--- config.mk ---
export PLATFORM = sky130hd
export DESIGN_NAME = fifo_pixel_streamer
export DESIGN_NICKNAME = d
export VERILOG_FILES = /design/src/rtl/fifo_pixel_streamer.sv
export SDC_FILE = /design/constraint.sdc
export NUM_CORES = 1
export LEC_CHECK = 0
export ABC_CLOCK_PERIOD_IN_PS = 2900
export BUFFER_PORTS_ARGS = -buffer_cell sky130_fd_sc_hd__buf_2
export CORE_ASPECT_RATIO = 1.75
export CORE_MARGIN = 5
export CORE_UTILIZATION = 25
export CTS_BUF_LIST = sky130_fd_sc_hd__clkbuf_8
export DETAILED_ROUTE_END_ITERATION = 12
export PLACE_DENSITY = 0.46
export REMOVE_ABC_BUFFERS = 1
export SLEW_MARGIN = 25
export SYNTH_ARGS = -nofsm -noshare
export SYNTH_HDL_FRONTEND = slang
export SYNTH_SLANG_ARGS = --single-unit
--- constraint.sdc ---
create_clock -name clk -period 2.9 [get_ports clk]
set_input_delay 0.145 -clock clk [delete_from_list [all_inputs] [get_ports clk]]
set_output_delay 0.145 -clock clk [all_outputs]
set_load 0.005 [all_outputs]
--- src/rtl/fifo_pixel_streamer.sv ---
// Pixel FIFO consumer: prefetches into a 2-entry skid buffer and emits a framed stream.
// Optional starvation counter enabled by defining STREAM_UNDERRUN_CNT_EN.
module fifo_pixel_streamer #(
    parameter int DATA_W = 8,
    parameter int IMG_W  = 640,
    parameter int IMG_H  = 480
) (
    input  logic              clk,
    input  logic              aresetn,
    input  logic [DATA_W-1:0] fifo_data_rd,
    input  logic              fifo_empty,
    output logic              fifo_rd_en,
    input  logic              frame_start,
    output logic [DATA_W-1:0] m_data,
    output logic              m_valid,
    input  logic              m_ready,
    output logic              m_sof,
    output logic              m_eol,
    output logic              m_eof,
    output logic              busy,
    output logic              frame_done,
    output logic [15:0]       underrun_count
);

    localparam int TOTAL = IMG_W * IMG_H;
    localparam int QW    = $clog2(TOTAL + 1);
    localparam int CW    = (IMG_W > 1) ? $clog2(IMG_W) : 1;
    localparam int RW    = (IMG_H > 1) ? $clog2(IMG_H) : 1;

    localparam logic [QW-1:0] REQ_MAX  = QW'(TOTAL);
    localparam logic [CW-1:0] COL_LAST = CW'(IMG_W - 1);
    localparam logic [RW-1:0] ROW_LAST = RW'(IMG_H - 1);

    typedef enum logic {
        IDLE,
        ACTIVE
    } state_t;

    state_t            state;
    logic [DATA_W-1:0] buf0;
    logic [DATA_W-1:0] buf1;
    logic              hd;
    logic [1:0]        occ;
    logic              inflight;
    logic [QW-1:0]     req_cnt;
    logic [CW-1:0]     col;
    logic [RW-1:0]     row;

    logic active;
    logic pop;
    logic tail;
    logic last_px;
    logic credit_ok;

    assign active  = (state == ACTIVE);
    assign m_valid = (occ != 2'd0);
    assign m_data  = hd ? buf1 : buf0;
    assign pop     = m_valid && m_ready;
    assign tail    = hd ^ occ[0];
    assign last_px = (col == COL_LAST) && (row == ROW_LAST);
    assign busy    = active;

    // Entries held or on their way must stay within the two buffer slots.
    assign credit_ok = ({1'b0, occ} + {2'b00, inflight}) < (3'd2 + {2'b00, pop});

    assign fifo_rd_en = active && !fifo_empty && (req_cnt < REQ_MAX) && credit_ok;

    assign m_sof = m_valid && (col == '0) && (row == '0);
    assign m_eol = m_valid && (col == COL_LAST);
    assign m_eof = m_eol && (row == ROW_LAST);

    always_ff @(posedge clk or negedge aresetn) begin
        if (!aresetn) begin
            state      <= IDLE;
            buf0       <= '0;
            buf1       <= '0;
            hd         <= 1'b0;
            occ        <= 2'd0;
            inflight   <= 1'b0;
            req_cnt    <= '0;
            col        <= '0;
            row        <= '0;
            frame_done <= 1'b0;
        end else begin
            frame_done <= 1'b0;
            unique case (state)
                IDLE: begin
                    if (frame_start) begin
                        state    <= ACTIVE;
                        req_cnt  <= '0;
                        col      <= '0;
                        row      <= '0;
                        occ      <= 2'd0;
                        inflight <= 1'b0;
                        hd       <= 1'b0;
                    end
                end
                ACTIVE: begin
                    inflight <= fifo_rd_en;
                    if (fifo_rd_en) begin
                        req_cnt <= req_cnt + QW'(1);
                    end
                    if (inflight) begin
                        if (tail) buf1 <= fifo_data_rd;
                        else      buf0 <= fifo_data_rd;
                    end
                    unique case ({inflight, pop})
                        2'b10:   occ <= occ + 2'd1;
                        2'b01:   occ <= occ - 2'd1;
                        default: occ <= occ;
                    endcase
                    if (pop) begin
                        hd <= ~hd;
                        if (col == COL_LAST) begin
                            col <= '0;
                            row <= row + RW'(1);
                        end else begin
                            col <= col + CW'(1);
                        end
                        if (last_px) begin
                            state      <= IDLE;
                            frame_done <= 1'b1;
                        end
                    end
                end
                default: state <= IDLE;
            endcase
        end
    end

`ifdef STREAM_UNDERRUN_CNT_EN
    logic [1:0]  warm;
    logic [15:0] urun;

    // The first two active cycles cannot have data yet, so they are not starvation.
    always_ff @(posedge clk or negedge aresetn) begin
        if (!aresetn) begin
            warm <= 2'd0;
            urun <= 16'd0;
        end else if (!active) begin
            if (frame_start) begin
                warm <= 2'd2;
                urun <= 16'd0;
            end
        end else if (warm != 2'd0) begin
            warm <= warm - 2'd1;
        end else if (m_ready && !m_valid && (urun != 16'hFFFF)) begin
            urun <= urun + 16'd1;
        end
    end

    assign underrun_count = urun;
`else
    assign underrun_count = 16'd0;
`endif

endmodule

==> impl_metrics.toml, run 1 <==
[final_layout]
area_growth_syn_to_layout_pct = 14.9
layout-drive-gt1-share = 0.210
antenna_cells_inserted = 0
finalNetCount = 382
final.fill_count = 1381

[logic_synthesis]
postSynth.topFlopCell = "sky130_fd_sc_hd__dfrtp_1"
synth_area_um2 = 3270
yosys-top-cells-area = "sky130_fd_sc_hd__dfrtp_1 46%, sky130_fd_sc_hd__mux2_2 8.3%, sky130_fd_sc_hd__buf_4 3.7%"
synth.largest_area_cell = "sky130_fd_sc_hd__dfrtp_1"
synth-warning-count = 0
synth.distinct_cells = 46
synth_cell_count_leaders = "60 x sky130_fd_sc_hd__dfrtp_1, 29 x sky130_fd_sc_hd__nand2_1, 26 x sky130_fd_sc_hd__nor2_1"
yosys_register_bits = 60
post_synth.cell_area_avg_um2 = 9.82
synth-edff-count = 0
synth-seq-area-share = 0.459
synthCells = 333
yosys.area.top_type_share = 0.459
ys_async_sr_fraction = 1.00
yosys.cell_count.top_type = "sky130_fd_sc_hd__dfrtp_1"

[setup_path]
critical_path_peak_fanout = 9
worstSetupEndpointType = "register"
worst-r2r-cell-count = 7
worst_ep_arrival_time_ps = 2890
path_class = "register to register"
worstPathRequired_ps = 3180
critPathLaunchType = "register"
worstReg2RegStart = "occ[0]$_DFFE_PN0P_"
crit_start = "occ[0]$_DFFE_PN0P_"
critical_path.endpoint = "req_cnt[16]$_DFFE_PN0P_"
crit-reg2reg-capture = "req_cnt[16]$_DFFE_PN0P_"
regToRegSetupSlack_ps = 300

[min_path]
hold_path.class = "input port to register"

[timing]
period_share = 0.897
slew_at_the_pin_closest_to_its_max_slew_limit_ps = 809
achievable-frequency_mhz = 384
setup_violations = 0
grt_setup_unrepaired = "false"
hold_violations = 0
final.setup.worst_slack_ps = 298
finalMaxSlewViolations = 0
slew-limit-headroom = 0.460
skew_ps = 9.50
post-route-min-period_ps = 2600
fin_setup_tns_ps = 0

[power]
power_per_cell_area_nw_per_um2 = 823
report.power.total_mw = 3.09
power_report.internal_total_mw = 2.04
sw_frac_of_total = 0.339
cellLeakagePower_nw = 1.66
power.switching_mw = 1.05
power_frac_comb = 0.326
share_clk_of_total_power = 0.251
power_frac_seq = 0.423
ir_drop_mv = 0.458

[die]
num_io_pins = 44
die_h_um = 161
initial_core_util = 0.254
dieArea_um2 = 15600
rows = 55
die_width_um = 96.5
core_um2 = 12900

[global_route]
grt_max_degree = 61
grt_first_pass_wirelength_mm = 12.9
grtUsageTotal = 0.109
globalRoute.totalOverflow = 0
first_global_vias = 2476
antenna_found_initial = 0

[drt]
drtAntennaViolNets = 0
vias = 2485
drt_pass_1_iters = 4
route.detailed.vias_per_inst = 4.63
detail_route.wl_per_cell_um = 14.5
post-route-drc-count = 0
finalWirelength_mm = 7.80
initialDrtViolationCount = 96

[clocking]
cts_made_buffers = 9
clk_pin_slew_worst_paths_ps = 70
cts_sinks = 60
cts-htree-levels = 3
postCtsSetupBuffers = 0
clockRootBuffer = "sky130_fd_sc_hd__clkbuf_8"
cts_buffer_depth = 2
clk_latency_worst_skew_pair_ps = 360
tritoncts = "done"

[placement]
buffer_ports.inserted = 27
globalplace.congestion = 0.747
hpwlAfterDp_mm = 5.78
pre_cts_slack_ps = 320

[run]
maxCapViolations = 0

[outcome]
run_status = "completed"
## cell usage in the layout, fill, tap and decap left out, types with 2 or more instances in the layout
cell | synthesis | layout
sky130_fd_sc_hd__a211oi_1 | 2 | 2
sky130_fd_sc_hd__a21oi_1 | 10 | 10
sky130_fd_sc_hd__a22o_1 | 2 | 2
sky130_fd_sc_hd__and3_1 | 6 | 6
sky130_fd_sc_hd__and4_1 | 4 | 4
sky130_fd_sc_hd__buf_2 | 2 | 27
sky130_fd_sc_hd__buf_4 | 16 | 8
sky130_fd_sc_hd__clkbuf_8 | 0 | 11
sky130_fd_sc_hd__clkinv_2 | 0 | 2
sky130_fd_sc_hd__conb_1 | 1 | 16
sky130_fd_sc_hd__dfrtp_1 | 60 | 60
sky130_fd_sc_hd__dlygate4sd3_1 | 0 | 2
sky130_fd_sc_hd__ha_1 | 7 | 7
sky130_fd_sc_hd__inv_1 | 9 | 9
sky130_fd_sc_hd__mux2_2 | 24 | 24
sky130_fd_sc_hd__mux2i_1 | 7 | 7
sky130_fd_sc_hd__nand2_1 | 29 | 29
sky130_fd_sc_hd__nand3_1 | 20 | 20
sky130_fd_sc_hd__nand3b_1 | 2 | 2
sky130_fd_sc_hd__nand4_1 | 10 | 10
sky130_fd_sc_hd__nor2_1 | 26 | 26
sky130_fd_sc_hd__nor3_1 | 5 | 5
sky130_fd_sc_hd__nor3b_1 | 3 | 3
sky130_fd_sc_hd__nor4_1 | 7 | 7
sky130_fd_sc_hd__o211ai_1 | 2 | 2
sky130_fd_sc_hd__o21ai_0 | 12 | 12
sky130_fd_sc_hd__o21ai_1 | 2 | 2
sky130_fd_sc_hd__o31ai_1 | 9 | 9
sky130_fd_sc_hd__or3_1 | 4 | 4
sky130_fd_sc_hd__or4_1 | 7 | 7
sky130_fd_sc_hd__xnor2_1 | 10 | 10
sky130_fd_sc_hd__xor2_1 | 5 | 5
## metal layers
metal,share of wire,track usage,up-vias,routed length (um)
met4,0.029,0.0581,0,223
met3,0.035,0.0224,13,272
met2,0.55,0.192,46,4270
met1,0.39,0.118,1207,3030
met5,0,0,-,0
li1,-,-,1219,-
## repair_timing
item,4_1_cts,5_1_grt
endpoints found under the hold margin,60,0
endpoints found under the setup margin,0,0
gates resized for setup,0,0
hold buffers,2,0
## cell type report
cell class | count | area (um2) | share of cell area
tap | 171 | 214 | 0.0569
inverter | 9 | 33.8 | 0.00899
clock inverter | 4 | 48.8 | 0.0130
clock buffer | 11 | 151 | 0.0403
timing repair buffer | 37 | 215 | 0.0573
sequential | 60 | 1500 | 0.399
multi-input combinational | 245 | 1590 | 0.424
## through the flow
step | instances | area [um2] | hold slack (ps) | util
6_report | 537 | 3760 | 36.6 | 0.292
4_1_cts | 537 | 3760 | 8.46 | 0.292
3_5_place_dp | 520 | 3540 | 369 | 0.275
5_1_grt | 537 | 3760 | 23.7 | 0.292
3_3_place_gp | 520 | 3540 | 363 | 0.275
2_1_floorplan | 314 | 3130 | -151 | -
## logic make-up after synthesis
kind of cell / Yosys count / share of synthesized area
and+or+nand+nor: 129 / 0.205
adders and majority gates: 7 / 0.0268
other: 1 / 0.00115
DFF: 60 / 0.459
xor gates and xnor gates: 15 / 0.0402
muxes: 31 / 0.104
AOI/OAI and AO/OA: 47 / 0.0926
buffers and inverters: 43 / 0.0708
## critical path, cell delays in order, from the launching register on
cell and delay (ps):
sky130_fd_sc_hd__dfrtp_1 470, sky130_fd_sc_hd__ha_1 250, sky130_fd_sc_hd__ha_1 170, sky130_fd_sc_hd__nor3b_1 300, sky130_fd_sc_hd__nand3_1 190, sky130_fd_sc_hd__or3_1 470, sky130_fd_sc_hd__or4_1 530, sky130_fd_sc_hd__a21oi_1 150
## how the worst min path moves through the flow
stage	end	start	cells past startpoint	slack, ps
after global routing	buf0[2]$_DFFE_PN0P_	fifo_data_rd[2]	2	20
after floorplan	buf0[0]$_DFFE_PN0P_	aresetn	0	-150
final	buf1[2]$_DFFE_PN0P_	fifo_data_rd[2]	2	40
after CTS	buf1[5]$_DFFE_PN0P_	fifo_data_rd[5]	2	8
after global placement	col[9]$_DFFE_PN0P_	aresetn	2	360
after detailed placement	col[7]$_DFFE_PN0P_	aresetn	2	370
## power groups by stage
stage | logic [mW] | clock network [mW] | registers, mW
2_1_floorplan | 0.713 | 0 | 1.26
3_3_place_gp | 1.02 | 0 | 1.31
3_5_place_dp | 1.03 | 0 | 1.33
4_1_cts | 1.04 | 0.810 | 1.31
5_1_grt | 1.13 | 0.843 | 1.35
6_report | 1.01 | 0.775 | 1.31
## flip-flops by register name, indices dropped and copies added, names as in the netlist
name        flops
req_cnt        19
col            10
row             9
buf0            8
buf1            8
occ             2
busy            1
frame_done      1
hd              1
inflight        1
Power figures use the tool's default switching activity.
==> inputs of run 2 (changes only) <==
--- a/config.mk
+++ b/config.mk
@@ -7,7 +7,6 @@
 export LEC_CHECK = 0
 export ABC_CLOCK_PERIOD_IN_PS = 2900
 export BUFFER_PORTS_ARGS = -buffer_cell sky130_fd_sc_hd__buf_2
-export CORE_ASPECT_RATIO = 1.75
 export CORE_MARGIN = 5
 export CORE_UTILIZATION = 25
 export CTS_BUF_LIST = sky130_fd_sc_hd__clkbuf_8
==> constraint.sdc (replaced) <==
create_clock -name clk -period 2.9 [get_ports clk]
set_input_delay 0.145 -clock clk [delete_from_list [all_inputs] [get_ports clk]]
set_output_delay 0.145 -clock clk [all_outputs]
set_load 0.02 [all_outputs]
==> impl_metrics.toml, run 2 (synthesis results as in run 1) <==
[final_layout]
number_of_flip_flops_under_the_largest_register_name = 19
layout-drive-gt1-share = 0.213
antenna_cells_inserted = 0
finalNetCount = 381
layout_common_cells = "60 x sky130_fd_sc_hd__dfrtp_1, 29 x sky130_fd_sc_hd__nand2_1, 27 x sky130_fd_sc_hd__buf_2"
largestRegisters = "req_cnt x19, col x10, row x9"
regMostFlops = "req_cnt"
area_growth_syn_to_layout_pct = 15.4
layout_commonest_cell = "sky130_fd_sc_hd__dfrtp_1"
final_core_utilization = 0.297
final.fill_count = 1386
finalNonFillerCells = 538
layout.cell_area.non_filler_um2 = 3770

[timing]
achievable-frequency_mhz = 388
fin_setup_tns_ps = 0
hold_violations = 0
skew_ps = 6.01
setup_violations = 0
finalMaxSlewViolations = 0
post-route-min-period_ps = 2580
grt_setup_unrepaired = "false"
period_share = 0.888
slew_at_the_pin_closest_to_its_max_slew_limit_ps = 796
slew-limit-headroom = 0.468

[die]
dieArea_um2 = 15500
die_width_um = 124
die_h_um = 124
core_um2 = 12700
rows = 41
initial_core_util = 0.257
num_io_pins = 44

[setup_path]
regToRegSetupSlack_ps = 390
ordered_cell_list_for_the_critical_path = "ha_1 -> ha_1 -> nor3b_1 -> nor3b_1 -> buf_2"
max_stage_delay_ps = 710
path_class = "register to output pin"
critical_path.slowest_cell = "sky130_fd_sc_hd__nor3b_1"
crit-reg2reg-capture = "req_cnt[16]$_DFFE_PN0P_"
critical_path.endpoint = "fifo_rd_en"
worst-r2r-cell-count = 7
critPathLaunchType = "register"
worst_ep_arrival_time_ps = 2430
crit_start = "occ[0]$_DFFE_PN0P_"
worstPathRequired_ps = 2760
worstReg2RegStart = "occ[0]$_DFFE_PN0P_"
critical_path_peak_fanout = 6
worstSetupEndpointType = "output pin"

[clocking]
cts-htree-levels = 3
cts_hold_buffers = 1
cts_sinks = 60
cts_made_buffers = 9
cts_buffer_depth = 2
clockRootBuffer = "sky130_fd_sc_hd__clkbuf_8"
postCtsSetupBuffers = 0
clk_latency_worst_skew_pair_ps = 340
clk_pin_slew_worst_paths_ps = 70
postCtsResizedCells = 0
tritoncts = "done"

[global_route]
antenna_found_initial = 0
grt_first_pass_wirelength_mm = 12.4
grt_max_degree = 53
first_global_vias = 2442
grtUsageTotal = 0.0967
globalRoute.totalOverflow = 0

[drt]
drt_pass_1_iters = 4
drtAntennaViolNets = 0
detail_route.wl_per_cell_um = 13.6
vias = 2478
route.detailed.vias_per_inst = 4.61
post-route-drc-count = 0
finalWirelength_mm = 7.30
initialDrtViolationCount = 97

[power]
power_per_cell_area_nw_per_um2 = 875
cellLeakagePower_nw = 1.67
ir_drop_mv = 0.293
report.power.total_mw = 3.30

[placement]
hpwlAfterDp_mm = 5.21
buffer_ports.inserted = 27
detailed_place.area_um2 = 3540
numPlacedInstances = 521
globalplace.congestion = 0.766

[run]
maxCapViolations = 0

[outcome]
run_status = "completed"

[min_path]
hold_path.class = "input port to register"
[run 2: metrics by stage]
step,worst slack (ps),hold WS (ps)
after floorplan,228,-151
after global placement,508,17.3
after detailed placement,405,19.4
after CTS,317,21.6
after global routing,204,23.9
final,325,45.5
[run 2: how the worst min path moves through the flow]
stage | startpoint | to | cells after the start | slack [ps]
2_1_floorplan | aresetn | buf0[0]$_DFFE_PN0P_ | 0 | -150
3_3_place_gp | aresetn | col[2]$_DFFE_PN0P_ | 1 | 20
3_5_place_dp | aresetn | col[2]$_DFFE_PN0P_ | 1 | 20
4_1_cts | fifo_data_rd[3] | buf0[3]$_DFFE_PN0P_ | 2 | 20
5_1_grt | fifo_data_rd[4] | buf0[4]$_DFFE_PN0P_ | 2 | 20
6_report | fifo_data_rd[1] | buf0[1]$_DFFE_PN0P_ | 2 | 50
[run 2: where the power goes]
group / switching [mW] / internal [mW] / total (mW)
clock: 0.366 / 0.489 / 0.855
combinational: 0.650 / 0.538 / 1.19
sequential: 0.188 / 1.07 / 1.26
[run 2: layout make-up]
class / instances / area (um2) / share of cell area
Timing Repair Buffer: 36 / 205 / 0.0544
Multi-Input combinational cell: 245 / 1590 / 0.422
Clock inverter: 7 / 100 / 0.0265
Clock buffer: 9 / 124 / 0.0328
Inverter: 9 / 33.8 / 0.00895
Tap cell: 172 / 215 / 0.0570
Sequential cell: 60 / 1500 / 0.398
[run 2: metal layers]
layer / global-route usage / routed length [um] / vias to the layer above / share of wire
met3: 0.0300 / 361 / 10 / 0.049
met4: 0.0297 / 95 / 0 / 0.013
li1: - / - / 1221 / -
met5: 0 / 0 / - / 0
met1: 0.129 / 3490 / 1188 / 0.48
met2: 0.150 / 3350 / 59 / 0.46
[run 2: critical path: cells and delay by family (launching register included)]
family / cells / cell delay [ps]
and+or+nand+nor: 2 / 1020
DFF: 1 / 390
adders and majority gates: 2 / 370
buffers and inverters: 1 / 310
